### src/rtl/turn_timer_pkg.sv
// Shared game-controller definitions: timer state encoding and default timing constants.
package turn_timer_pkg;

  typedef enum logic [1:0] {
    IDLE    = 2'd0,
    RUN     = 2'd1,
    EXPIRED = 2'd2
  } timer_state_e;

  localparam int unsigned TICK_DIV_SYN = 100_000_000;
  localparam int unsigned TICK_DIV_SIM = 4;
  localparam int unsigned SEC_BITS_DEF = 7;
  localparam int unsigned MAX_SEC      = 99;
  localparam int unsigned WARN_SEC_DEF = 5;

endpackage

### src/rtl/bin2bcd.sv
// Combinational binary (0..99) to two-digit BCD converter, shared with the score display.
module bin2bcd #(
  parameter int unsigned W = 7
) (
  input  logic [W-1:0] bin,
  output logic [3:0]   tens,
  output logic [3:0]   ones
);

  logic [W-1:0] tens_w;
  logic [W-1:0] ones_w;

  always_comb begin
    tens_w = W'(bin / W'(10));
    ones_w = W'(bin - W'(tens_w * W'(10)));
    tens   = 4'(tens_w);
    ones   = 4'(ones_w);
  end

endmodule

### src/rtl/turn_timer.sv
// Per-turn countdown timer: loads a clamped seconds budget, counts down on prescaled
// 1 s ticks and flags expiry for the game FSM; BCD digits feed the 7-segment display.
module turn_timer
  import turn_timer_pkg::*;
#(
  parameter int unsigned TICK_DIV = TICK_DIV_SYN,
  parameter int unsigned SEC_BITS = SEC_BITS_DEF,
  parameter int unsigned MAX_SEC  = turn_timer_pkg::MAX_SEC,
  parameter int unsigned WARN_SEC = WARN_SEC_DEF
) (
  input  logic                clk,
  input  logic                rst,
  input  logic                start,
  input  logic                clear,
  input  logic                pause,
  input  logic [SEC_BITS-1:0] load_val,
  output logic [SEC_BITS-1:0] secs_left,
  output logic [3:0]          bcd_tens,
  output logic [3:0]          bcd_ones,
  output logic                running,
  output logic                expired,
  output logic                expire_pulse,
  output logic                warn
);

  localparam int unsigned PW = (TICK_DIV > 1) ? $clog2(TICK_DIV) : 1;

  timer_state_e        state, state_nx;
  logic [PW-1:0]       presc, presc_nx;
  logic [SEC_BITS-1:0] secs_nx;
  logic [SEC_BITS-1:0] eff;
  logic                pulse_nx;

  // State and registered outputs
  always_ff @(posedge clk or posedge rst) begin
    if (rst) begin
      state        <= IDLE;
      presc        <= '0;
      secs_left    <= '0;
      running      <= 1'b0;
      expired      <= 1'b0;
      expire_pulse <= 1'b0;
      warn         <= 1'b0;
    end else begin
      state        <= state_nx;
      presc        <= presc_nx;
      secs_left    <= secs_nx;
      running      <= (state_nx == RUN);
      expired      <= (state_nx == EXPIRED);
      expire_pulse <= pulse_nx;
      warn         <= (state_nx == RUN) && (secs_nx <= SEC_BITS'(WARN_SEC));
    end
  end

  // Next state: clear beats start, start beats the tick
  always_comb begin
    state_nx = state;
    presc_nx = presc;
    secs_nx  = secs_left;
    pulse_nx = 1'b0;
    eff      = (load_val > SEC_BITS'(MAX_SEC)) ? SEC_BITS'(MAX_SEC) : load_val;

    if (clear) begin
      state_nx = IDLE;
      presc_nx = '0;
      secs_nx  = '0;
    end else if (start) begin
      presc_nx = '0;
      if (eff == '0) begin
        state_nx = EXPIRED;
        secs_nx  = '0;
        pulse_nx = 1'b1;
      end else begin
        state_nx = RUN;
        secs_nx  = eff;
      end
    end else if (state == RUN && !pause) begin
      if (presc == PW'(TICK_DIV - 1)) begin
        presc_nx = '0;
        // The 1->0 step leaves RUN, so the count never underflows
        if (secs_left == SEC_BITS'(1)) begin
          state_nx = EXPIRED;
          secs_nx  = '0;
          pulse_nx = 1'b1;
        end else begin
          secs_nx = secs_left - SEC_BITS'(1);
        end
      end else begin
        presc_nx = presc + PW'(1);
      end
    end
  end

  bin2bcd #(.W(SEC_BITS)) u_bcd (
    .bin  (secs_left),
    .tens (bcd_tens),
    .ones (bcd_ones)
  );

endmodule

### config.mk
export PLATFORM = sky130hd
export DESIGN_NAME = turn_timer
export DESIGN_NICKNAME = d
export VERILOG_FILES = /design/src/rtl/turn_timer_pkg.sv /design/src/rtl/bin2bcd.sv /design/src/rtl/turn_timer.sv
export SDC_FILE = /design/constraint.sdc
export NUM_CORES = 1
export LEC_CHECK = 0
export ABC_AREA = 0
export CAP_MARGIN = 20
export CORE_ASPECT_RATIO = 0.6
export CORE_MARGIN = 2
export CORE_UTILIZATION = 58
export CTS_BUF_LIST = sky130_fd_sc_hd__clkbuf_8
export DETAILED_ROUTE_END_ITERATION = 16
export PLACE_DENSITY_LB_ADDON = 0.2
export SLEW_MARGIN = 20
export SYNTH_ARGS = -nofsm -noshare
export SYNTH_HDL_FRONTEND = slang
export SYNTH_HIERARCHICAL = 1
export SYNTH_SLANG_ARGS = --single-unit
### constraint.sdc
create_clock -name clk -period 3.9 [get_ports clk]
set_input_delay 0.585 -clock clk [delete_from_list [all_inputs] [get_ports clk]]
set_output_delay 0.585 -clock clk [all_outputs]
set_load 0.02 [all_outputs]
==> tab_implementation.tex, run 1 <==
\begin{tabular}{lr}
\hline
Metric & Value \\
\hline
\multicolumn{2}{l}{\textbf{Status}} \\
Run status & complete, no violations \\
\multicolumn{2}{l}{\textbf{Clock tree}} \\
Buffer levels on the longest clock path & 2 \\
CTS tree & built \\
Hold buffer count at cts & 0 \\
Clock-pin transition on the worst setup and hold timing paths & about 0.080 ns \\
H-Tree Depth & 2 \\
Clock tree sinks & 40 \\
CTS Buf Count & 5 \\
Clock Root Buffer & clkbuf\_8 \\
Number of buffers inserted to repair setup after CTS & 0 \\
Clock latency of the later-clocked register in the worst-skew pair & a little under 0.3 ns \\
\multicolumn{2}{l}{\textbf{Finish}} \\
Area growth, synth to finish & 18.7\% \\
Final instance area & $\sim$3100 sq um \\
Number of diodes & 0 \\
Post-route non-filler standard cell count & roughly 390 \\
Commonest non-fill, non-tap cells in the layout & nor2\_1, dfrtp\_1, clkdlybuf4s50\_1 \\
Final net count & about 350 \\
Layout fillers & 325 \\
Share of final-layout standard cells stronger than drive strength 1 & 0.122 \\
Leading cell type in the layout, fill and taps excluded & nor2\_1 \\
\multicolumn{2}{l}{\textbf{Global route}} \\
Global-route usage over all layers & 0.266 \\
Number of global-route vias before repair & around 2,200 \\
Wire length of the first global-routing pass & roughly 11,000 microns \\
Maximum number of pins on one net before global-route repair & 41 \\
Global-route congestion overflow total & 0 \\
Antenna violations before repair & 0 \\
\multicolumn{2}{l}{\textbf{Yosys}} \\
Top area cells in the synthesized netlist & dfrtp\_1, nor2\_1, xnor2\_1 \\
Share of the synthesized area in the top cell type & 0.380 \\
Average instance area after synthesis & approximately 9.1 sq um \\
Synthesized netlist cell count & around 290 \\
Synth Flop Type & dfrtp\_1 \\
Seq cells post-synth & 40 \\
Post-synthesis cell type with the largest combined area & dfrtp\_1 \\
Yosys warning count & 6 \\
Async set-reset flop share out of synthesis & 1.00 \\
Post-synthesis cell type count & between 60 and 70 \\
Number of nets in the synthesized netlist & between 300 and 400 \\
Netlist area before placement & $\sim$2600 sq um \\
Number of enable flip-flop cells after synthesis & 0 \\
Portion of the post-synthesis area used by sequential elements & 0.380 \\
\multicolumn{2}{l}{\textbf{Power}} \\
Worst voltage drop across the vdd grid & around 210 uV \\
Total Power & roughly 0.00094 W \\
Standby leakage power & around 1.2 nW \\
Power per Cell Area & 302 nW/um\^{}2 \\
\multicolumn{2}{l}{\textbf{Worst setup path}} \\
Critical path data required time & roughly 3.3 ns \\
Number of cells on the worst reg-to-reg path & 7 \\
Startpoint of the worst register-to-register path & presc[0] \\
Critical path launch point type & flip-flop \\
Maximum single-stage delay on the critical path & 0.45 ns \\
CP Launch Point & secs\_left[3] \\
Critical-path maximum fanout & 7 \\
Crit-path most repeated cell & inv\_1 \\
Sequence of cells on the critical path & inv\_1 > a21oi\_1 > a31o\_2 > o21ai\_2 > inv\_1 > ha\_1 > nand2\_1 > a31o\_1 > ha\_1 > inv\_1 > fa\_1 > xnor2\_2 > xnor2\_2 > clkbuf\_2 \\
Data arrival time of the critical path & 3.09 ns \\
Cell count along the critical path & 14 \\
Critical path's top delay family & adder cells \\
Category of the worst setup path capture point & output port \\
Slowest CP cell & dfrtp\_1 \\
Number of buffer and inverter instances along the worst setup path & 4 \\
Worst-case register-to-register setup slack & 1.12 ns \\
Worst setup path category & flip-flop to output port \\
Endpoint of the worst-slack reg-to-reg timing path & secs\_left[6] \\
\multicolumn{2}{l}{\textbf{Floorplan}} \\
Horizontal die dimension & about 90 microns \\
Floorplan die area & about 5100 sq um \\
Io pins & 31 \\
Height of the die & 56.2 microns \\
Initial cell density of the core & 0.623 \\
Row count & 18 \\
Total core area & around 4200 sq um \\
\multicolumn{2}{l}{\textbf{Min path}} \\
Worst hold stages & 2 \\
Path class of the lowest-slack min-delay path & flip-flop to flip-flop \\
Source of the worst hold timing path & presc[1] \\
Hold EP & presc[1] \\
\multicolumn{2}{l}{\textbf{Timing}} \\
Final Skew & about 0.0063 ns \\
Sum Neg Setup Slack & 0 ns \\
Final worst slack & approximately 0.23 ns \\
Final period utilization & 0.942 \\
Fin. max-slew vios & 0 \\
Unrepaired setup endpoints after global routing & no \\
Final Hold Fails & 0 \\
Transition time at the pin with the least slew margin & 0.799 ns \\
Tightest slew margin relative to the limit & 0.467 \\
Max Fclk & about 0.27 GHz \\
Final min period & 3.67 ns \\
Final setup fails & 0 \\
\multicolumn{2}{l}{\textbf{Placement}} \\
Global placement routability congestion & $\sim$0.92 \\
Count of input and output buffers & 30 \\
DP HPWL & 4650 microns \\
Placement-stage cell area & between 3000 and 4000 sq um \\
Placed instance count & 380 \\
Pre-CTS setup slack & between 0.1 and 0.15 ns \\
\multicolumn{2}{l}{\textbf{Route}} \\
Overall via count from detail\_route & roughly 2,400 \\
ANT nets after route & 0 \\
Routed wirelength normalized by instance count & around 16 microns \\
Number of design rule violations left after detail routing & 0 \\
Total Routed Length & $\sim$6400 microns \\
Number of violations reported at the end of detailed-routing iteration 0 & 294 \\
Average via count per standard cell & a little over 6 \\
Count of TritonRoute iterations in the first routing pass & 5 \\
\multicolumn{2}{l}{\textbf{Job}} \\
Max-cap violation count & 0 \\
\hline
\end{tabular}
==> cell usage after synthesis (5+ instances only) <==
master	number
nand3_1	14
nor2_1	45
nor4_1	6
xor2_1	14
ha_1	5
nor3_1	8
a21oi_1	7
inv_1	17
and3_1	5
nand4_1	6
xnor2_1	17
dfrtp_1	40
nand2_1	16
==> sequential cells by signal, summed over array words and instances, names as in the netlist <==
signal	flops
presc	27
secs_left	7
state	2
expire_pulse	1
expired	1
running	1
warn	1
==> timing repair <==
action	4_1_cts	5_1_grt
resized for setup	2	3
hold endpoints to repair	0	0
endpoints found under the setup margin	1	2
pin swaps	0	0
==> worst max-delay path by stage <==
stage / slack (ns) / end
after detailed placement: 0.11 / bcd_ones[3]
after global routing: 0.03 / bcd_ones[3]
after floorplan: 0.04 / bcd_ones[3]
after CTS: 0.09 / bcd_ones[3]
after global placement: 0.20 / bcd_ones[3]
final: 0.23 / bcd_ones[3]
==> tightest hold or removal path: cells and delay by family, from the launching register on <==
kind	cells	cell delay, ns
AO/OA/AOI/OAI	1	0.05
flip-flops	1	0.40
AND/OR/NAND/NOR	1	0.06
==> per-layer routing <==
| layer | wire length [microns] | share of wire | track usage | up-vias |
|---|---|---|---|---|
| li1 | - | - | - | 1107 |
| met1 | 3190 | 0.50 | 0.416 | 1139 |
| met2 | 2610 | 0.41 | 0.360 | 108 |
| met3 | 571 | 0.089 | 0.0827 | 4 |
| met4 | 17 | 0.0027 | 0.0433 | 0 |
| met5 | 0 | 0 | 0 | - |
==> cell type report <==
| class | instances | area (sq um) | share of cell area |
|---|---|---|---|
| multi-input cells | 221 | 1510 | 0.481 |
| inverters | 17 | 63.8 | 0.0204 |
| flip-flops and latches | 40 | 1000 | 0.320 |
| well taps | 60 | 75.1 | 0.0240 |
| clock inverters | 2 | 11.3 | 0.00360 |
| clock buffers | 6 | 82.6 | 0.0264 |
| repair buffers | 42 | 388 | 0.124 |
==> stage by stage <==
| stage | hold slack, ns | utilization |
|---|---|---|
| global placement | 0.533 | 0.717 |
| floorplan | 0.505 | - |
| CTS | 0.550 | 0.739 |
| finish | 0.552 | 0.739 |
| global route | 0.570 | 0.739 |
| detailed placement | 0.540 | 0.717 |
==> logic make-up after synthesis <==
logic type	after synthesis	synth area share
AND/OR/NAND/NOR	136	0.284
AO/OA/AOI/OAI	44	0.131
XOR/XNOR	32	0.109
flip-flops	40	0.380
multiplexers	2	0.00759
adder cells (fa/ha/maj)	7	0.0351
buffers and inverters	30	0.0532
==> report_power, final <==
group / internal (W) / switching, W
Clock: 0.000141 / 0.000146
Combinational: 0.000102 / 0.000122
Sequential: 0.000421 / 0.0000116
Total: 0.000665 / 0.000280
Power figures use the tool's default switching activity.
==> inputs of run 2 (changes only) <==
--- a/config.mk
+++ b/config.mk
@@ -6,7 +6,7 @@
 export NUM_CORES = 1
 export LEC_CHECK = 0
 export ABC_AREA = 0
-export CAP_MARGIN = 20
+export CAP_MARGIN = 30
 export CORE_ASPECT_RATIO = 0.6
 export CORE_MARGIN = 2
 export CORE_UTILIZATION = 58
==> constraint.sdc (replaced) <==
create_clock -name clk -period 4.2 [get_ports clk]
set_input_delay 0.63 -clock clk [delete_from_list [all_inputs] [get_ports clk]]
set_output_delay 0.63 -clock clk [all_outputs]
set_load 0.02 [all_outputs]
==> run 2 against run 1 <==
Sequential cell count is the same. Final cell count shrank 1.3%. Utilization shrank 1.4 points. First-iteration DRC count shrank 24%.
==> tab_implementation.tex, run 2 (synthesis gave the netlist of run 1 again) <==
\begin{tabular}{lr}
\hline
Metric & Value \\
\hline
\multicolumn{2}{l}{\textbf{Job}} \\
Max-cap violation count & 0 \\
\multicolumn{2}{l}{\textbf{Finish}} \\
Largest register by flop count & presc \\
Number of diodes & 0 \\
Final net count & around 340 \\
Share of final-layout standard cells stronger than drive strength 1 & 0.0960 \\
Commonest non-fill, non-tap cells in the layout & nor2\_1, dfrtp\_1, clkdlybuf4s50\_1 \\
Largest register FFs & 27 \\
Final core area utilization & 0.725 \\
Leading cell type in the layout, fill and taps excluded & nor2\_1 \\
Post-route non-filler standard cell count & 383 \\
Area growth, synth to finish & 16.5\% \\
Largest registers & presc (27), secs\_left (7), state (2) \\
\multicolumn{2}{l}{\textbf{Timing}} \\
Tightest slew margin relative to the limit & 0.474 \\
Transition time at the pin with the least slew margin & slightly below 0.8 ns \\
Sum Neg Setup Slack & 0 ns \\
Fin. max-slew vios & 0 \\
Final Skew & around 0.005 ns \\
Unrepaired setup endpoints after global routing & no \\
Final Hold Fails & 0 \\
Final period utilization & 0.942 \\
Final min period & roughly 4 ns \\
Max Fclk & approximately 0.25 GHz \\
Final setup fails & 0 \\
\multicolumn{2}{l}{\textbf{Placement}} \\
Count of input and output buffers & 30 \\
Global placement routability congestion & between 0.9 and 1 \\
DP HPWL & approximately 4800 microns \\
Placed instance count & $\sim$380 \\
\multicolumn{2}{l}{\textbf{Min path}} \\
Path class of the lowest-slack min-delay path & flip-flop to flip-flop \\
Source of the worst hold timing path & presc[1] \\
Worst hold stages & 2 \\
Hold EP & presc[1] \\
\multicolumn{2}{l}{\textbf{Floorplan}} \\
Floorplan die area & a little over 5000 sq um \\
Io pins & 31 \\
Horizontal die dimension & just over 90 microns \\
Initial cell density of the core & 0.623 \\
Total core area & 4230 sq um \\
Height of the die & approximately 56 microns \\
Row count & 18 \\
\multicolumn{2}{l}{\textbf{Worst setup path}} \\
Category of the worst setup path capture point & output port \\
Data arrival time of the critical path & between 3 and 4 ns \\
Crit-path most repeated cell & inv\_1 \\
Critical path launch point type & flip-flop \\
Startpoint of the worst register-to-register path & presc[0] \\
Critical-path maximum fanout & 5 \\
Endpoint of the worst-slack reg-to-reg timing path & secs\_left[6] \\
Worst-case register-to-register setup slack & 1.40 ns \\
Critical path data required time & 3.57 ns \\
Sequence of cells on the critical path & inv\_1 > a21oi\_1 > a31o\_2 > o21ai\_1 > inv\_1 > ha\_1 > nand2\_1 > a31o\_1 > ha\_1 > inv\_1 > fa\_1 > clkdlybuf4s50\_1 \\
Maximum single-stage delay on the critical path & $\sim$0.60 ns \\
Number of cells on the worst reg-to-reg path & 7 \\
Worst setup path category & flip-flop to output port \\
Slowest CP cell & clkdlybuf4s50\_1 \\
\multicolumn{2}{l}{\textbf{Clock tree}} \\
Buffer levels on the longest clock path & 2 \\
CTS Buf Count & 5 \\
Clock latency of the later-clocked register in the worst-skew pair & between 0.2 and 0.3 ns \\
Clock Root Buffer & clkbuf\_8 \\
CTS tree & built \\
Hold buffer count at cts & 0 \\
Clock-pin transition on the worst setup and hold timing paths & around 0.07 ns \\
Clock tree sinks & 40 \\
H-Tree Depth & 2 \\
\multicolumn{2}{l}{\textbf{Route}} \\
Routed wirelength normalized by instance count & 16.5 microns \\
Total Routed Length & around 6300 microns \\
ANT nets after route & 0 \\
Number of violations reported at the end of detailed-routing iteration 0 & roughly 220 \\
Number of design rule violations left after detail routing & 0 \\
Average via count per standard cell & $\sim$6.0 \\
Overall via count from detail\_route & around 2,300 \\
Count of TritonRoute iterations in the first routing pass & 5 \\
\multicolumn{2}{l}{\textbf{Global route}} \\
Global-route usage over all layers & 0.257 \\
Antenna violations before repair & 0 \\
Number of global-route vias before repair & $\sim$2,000 \\
Maximum number of pins on one net before global-route repair & around 40 \\
Wire length of the first global-routing pass & approximately 10,000 microns \\
Global-route congestion overflow total & 0 \\
\multicolumn{2}{l}{\textbf{Power}} \\
Total Power & 0.000845 W \\
Worst voltage drop across the vdd grid & 192 uV \\
Standby leakage power & $\sim$1.2 nW \\
Power per Cell Area & $\sim$280 nW/um\^{}2 \\
\multicolumn{2}{l}{\textbf{Status}} \\
Run status & complete, no violations \\
\hline
\end{tabular}
==> run 2: repair_timing <==
| item | 4_1_cts | 5_1_grt |
|---|---|---|
| gates resized for setup | 1 | 0 |
| hold endpoints to repair | 0 | 0 |
| endpoints found under the setup margin | 1 | 0 |
| buffers inserted | 0 | 0 |
==> run 2: critical path, delay by kind of cell, from the launching register on <==
family                   cells  cell delay (ns)
buffers and inverters        4             0.91
adder cells (fa/ha/maj)      3             0.91
AND/OR/NAND/NOR              1             0.08
flip-flops                   1             0.43
AO/OA/AOI/OAI                4             0.67
==> run 2: where the power goes <==
part | internal, W | leakage, nW | switching (W) | total (W)
clock | 0.000110 | 0.0452 | 0.000129 | 0.000240
combinational | 0.0000904 | 0.614 | 0.000112 | 0.000203
sequential | 0.000391 | 0.550 | 0.0000110 | 0.000402
==> run 2: how the worst max path moves through the flow <==
stage	endpoint	from	slack, ns	cells past startpoint
floorplan	bcd_ones[3]	secs_left[6]	0.08	14
global placement	bcd_ones[3]	secs_left[6]	0.43	13
detailed placement	bcd_ones[3]	secs_left[6]	0.31	14
CTS	bcd_ones[2]	secs_left[6]	0.26	12
global route	bcd_ones[3]	secs_left[3]	0.07	14
finish	bcd_ones[2]	secs_left[3]	0.24	12
==> run 2: metal layers <==
| layer | vias to the layer above | GRT usage | share of wire |
|---|---|---|---|
| met5 | - | 0 | 0 |
| li1 | 1102 | - | - |
| met3 | 6 | 0.0691 | 0.092 |
| met1 | 1091 | 0.423 | 0.51 |
| met2 | 111 | 0.327 | 0.39 |
| met4 | 0 | 0.0476 | 0.0049 |
==> run 2: layout make-up <==
cell class / instances / area, sq um
Tap cell: 60 / 75.1
Clock inverter: 2 / 8.76
Fill cell: 324 / 1160
Multi-Input combinational cell: 221 / 1500
Sequential cell: 40 / 1000
Clock buffer: 5 / 68.8
Inverter: 17 / 63.8
Timing Repair Buffer: 38 / 359
==> run 2: through the flow <==
stage | setup WS [ns] | hold slack (ns) | area (sq um)
floorplan | 0.0804 | 0.505 | 2640
global placement | 0.429 | 0.534 | 3000
detailed placement | 0.313 | 0.553 | 3000
CTS | 0.261 | 0.564 | 3070
global route | 0.0699 | 0.604 | 3070
finish | 0.244 | 0.564 | 3070
==> inputs of run 3 (changes only) <==
--- a/config.mk
+++ b/config.mk
@@ -7,7 +7,7 @@
 export LEC_CHECK = 0
 export ABC_AREA = 0
 export CAP_MARGIN = 30
-export CORE_ASPECT_RATIO = 0.6
+export CORE_ASPECT_RATIO = 0.75
 export CORE_MARGIN = 2
 export CORE_UTILIZATION = 58
 export CTS_BUF_LIST = sky130_fd_sc_hd__clkbuf_8
==> run 3 against run 2 <==
Sequential share of layout area fell by 0.30 points. Critical path depth decreased by 1. Maximum frequency grew 2.8%. Design area increased by 1.2%. Sequential cell count is the same. Worst setup slack gained 0.11 ns. Final cell count shrank 1.0%. Critical path type unchanged.
==> tab_implementation.tex, run 3 (synthesis gave the netlist of run 1 again) <==
\begin{tabular}{lr}
\hline
Metric & Value \\
\hline
\multicolumn{2}{l}{\textbf{Placement}} \\
Global placement routability congestion & 0.904 \\
Placement-stage cell area & just under 3000 sq um \\
Placed instance count & about 370 \\
DP HPWL & about 4300 microns \\
Count of input and output buffers & 30 \\
\multicolumn{2}{l}{\textbf{Worst setup path}} \\
Endpoint of the worst-slack reg-to-reg timing path & secs\_left[6] \\
Category of the worst setup path capture point & output port \\
Data arrival time of the critical path & between 3 and 4 ns \\
Critical path launch point type & flip-flop \\
Worst setup path category & flip-flop to output port \\
Critical path data required time & $\sim$3.6 ns \\
Worst-case register-to-register setup slack & 1.55 ns \\
Critical-path maximum fanout & 12 \\
Startpoint of the worst register-to-register path & presc[0] \\
Number of cells on the worst reg-to-reg path & 7 \\
\multicolumn{2}{l}{\textbf{Clock tree}} \\
CTS Buf Count & 5 \\
Number of buffers inserted to repair setup after CTS & 0 \\
CTS tree & built \\
Buffer levels on the longest clock path & 2 \\
Clock-pin transition on the worst setup and hold timing paths & 0.08 ns \\
Clock tree sinks & 40 \\
Clock Root Buffer & clkbuf\_8 \\
Number of cells upsized or downsized after cts & 0 \\
H-Tree Depth & 2 \\
Clock latency of the later-clocked register in the worst-skew pair & about 0.3 ns \\
Hold buffer count at cts & 0 \\
\multicolumn{2}{l}{\textbf{Timing}} \\
Unrepaired setup endpoints after global routing & no \\
Final period utilization & 0.916 \\
Tightest slew margin relative to the limit & 0.380 \\
Final min period & approximately 3.8 ns \\
Sum Neg Setup Slack & 0 ns \\
Final Skew & between 0.01 and 0.015 ns \\
Final setup fails & 0 \\
Transition time at the pin with the least slew margin & 0.928 ns \\
Fin. max-slew vios & 0 \\
Max Fclk & about 0.26 GHz \\
Final Hold Fails & 0 \\
\multicolumn{2}{l}{\textbf{Global route}} \\
Maximum number of pins on one net before global-route repair & 31 \\
Antenna violations before repair & 0 \\
Global-route usage over all layers & 0.259 \\
Global-route congestion overflow total & 0 \\
Wire length of the first global-routing pass & between 10,000 and 15,000 microns \\
Number of global-route vias before repair & between 2,000 and 2,500 \\
\multicolumn{2}{l}{\textbf{Route}} \\
Number of violations reported at the end of detailed-routing iteration 0 & about 190 \\
Routed wirelength normalized by instance count & about 16 microns \\
Average via count per standard cell & 5.90 \\
Number of design rule violations left after detail routing & 0 \\
ANT nets after route & 0 \\
Overall via count from detail\_route & $\sim$2,200 \\
Total Routed Length & $\sim$6000 microns \\
Count of TritonRoute iterations in the first routing pass & 4 \\
\multicolumn{2}{l}{\textbf{Power}} \\
Power per Cell Area & between 300 and 400 nW/um\^{}2 \\
Standby leakage power & roughly 1.2 nW \\
Worst voltage drop across the vdd grid & around 230 uV \\
\multicolumn{2}{l}{\textbf{Job}} \\
Max-cap violation count & 0 \\
\multicolumn{2}{l}{\textbf{Min path}} \\
Hold EP & presc[23] \\
Source of the worst hold timing path & presc[23] \\
Path class of the lowest-slack min-delay path & flip-flop to flip-flop \\
Worst hold stages & 2 \\
\multicolumn{2}{l}{\textbf{Floorplan}} \\
Io pins & 31 \\
Floorplan die area & between 5000 and 6000 sq um \\
Total core area & 4410 sq um \\
Height of the die & 62.4 microns \\
Row count & 21 \\
Horizontal die dimension & 81.9 microns \\
Initial cell density of the core & 0.597 \\
\multicolumn{2}{l}{\textbf{Finish}} \\
Largest register by flop count & presc \\
Number of diodes & 0 \\
Largest register FFs & 27 \\
Final instance area & around 3100 sq um \\
Share of final-layout standard cells stronger than drive strength 1 & 0.102 \\
Final net count & roughly 340 \\
Commonest non-fill, non-tap cells in the layout & nor2\_1, dfrtp\_1, clkdlybuf4s50\_1 \\
Largest registers & presc (27), secs\_left (7), state (2) \\
Leading cell type in the layout, fill and taps excluded & nor2\_1 \\
Area growth, synth to finish & 17.9\% \\
Post-route non-filler standard cell count & 379 \\
\multicolumn{2}{l}{\textbf{Status}} \\
Run status & complete, no violations \\
\hline
\end{tabular}
-- run 3: cell count changes in the layout (fill, tap and decap cells not counted), sizes merged --
cell | previous run | this run
buf | 8 | 6
clkbuf | 5 | 7
bufinv | 0 | 1
clkinv | 1 | 0
dlygate4sd2 | 1 | 0
dlymetal6s2s | 0 | 1
inv | 18 | 17
-- run 3: how the worst max path moves through the flow --
stage | startpoint | end | slack [ns] | cells after the start
2_1_floorplan | secs_left[6] | bcd_ones[3] | 0.08 | 14
3_3_place_gp | secs_left[6] | bcd_ones[3] | 0.40 | 13
3_5_place_dp | secs_left[6] | bcd_ones[3] | 0.32 | 14
4_1_cts | secs_left[6] | bcd_ones[3] | 0.004 | 14
5_1_grt | secs_left[6] | bcd_ones[2] | 0.11 | 11
6_report | secs_left[6] | bcd_ones[2] | 0.35 | 11
-- run 3: layout make-up --
| type | instances | area [sq um] |
|---|---|---|
| Clock buffer | 7 | 96.3 |
| Clock inverter | 1 | 30.0 |
| Fill cell | 335 | 1310 |
| Inverter | 17 | 63.8 |
| Multi-Input combinational cell | 221 | 1500 |
| Sequential cell | 40 | 1000 |
| Tap cell | 57 | 71.3 |
| Timing Repair Buffer | 36 | 348 |
-- run 3: stage by stage --
step           total power [W]  hold WS (ns)  utilization  setup WS (ns)
2_1_floorplan         0.000535         0.505            -         0.0804
3_3_place_gp          0.000605         0.537        0.674          0.395
3_5_place_dp          0.000608         0.546        0.674          0.325
4_1_cts               0.000950         0.560        0.703        0.00420
5_1_grt               0.000987         0.581        0.704          0.111
6_report              0.000945         0.556        0.704          0.351
-- run 3: metal layers --
metal,vias up,share of wire,GRT usage
met5,-,0,0
met2,61,0.43,0.366
li1,1089,-,-
met4,0,0.014,0.0729
met1,1075,0.51,0.406
met3,11,0.048,0.0477
-- run 3: power breakdown --
| part | internal [W] | switching, W | leakage [nW] |
|---|---|---|---|
| sequential | 0.000392 | 0.0000119 | 0.547 |
| clock | 0.000210 | 0.000135 | 0.0645 |
| combinational | 0.0000921 | 0.000106 | 0.613 |
| total | 0.000693 | 0.000252 | 1.22 |
-- run 3: critical path, cell delays in order, from the launching register on --
cell,delay [ns]
dfrtp_2,0.49
nor2b_1,0.16
a31o_2,0.25
o21ai_1,0.14
inv_1,0.10
ha_1,0.27
nand2_1,0.07
a31o_1,0.19
ha_1,0.17
inv_1,0.05
fa_1,0.47
clkdlybuf4s50_1,0.59
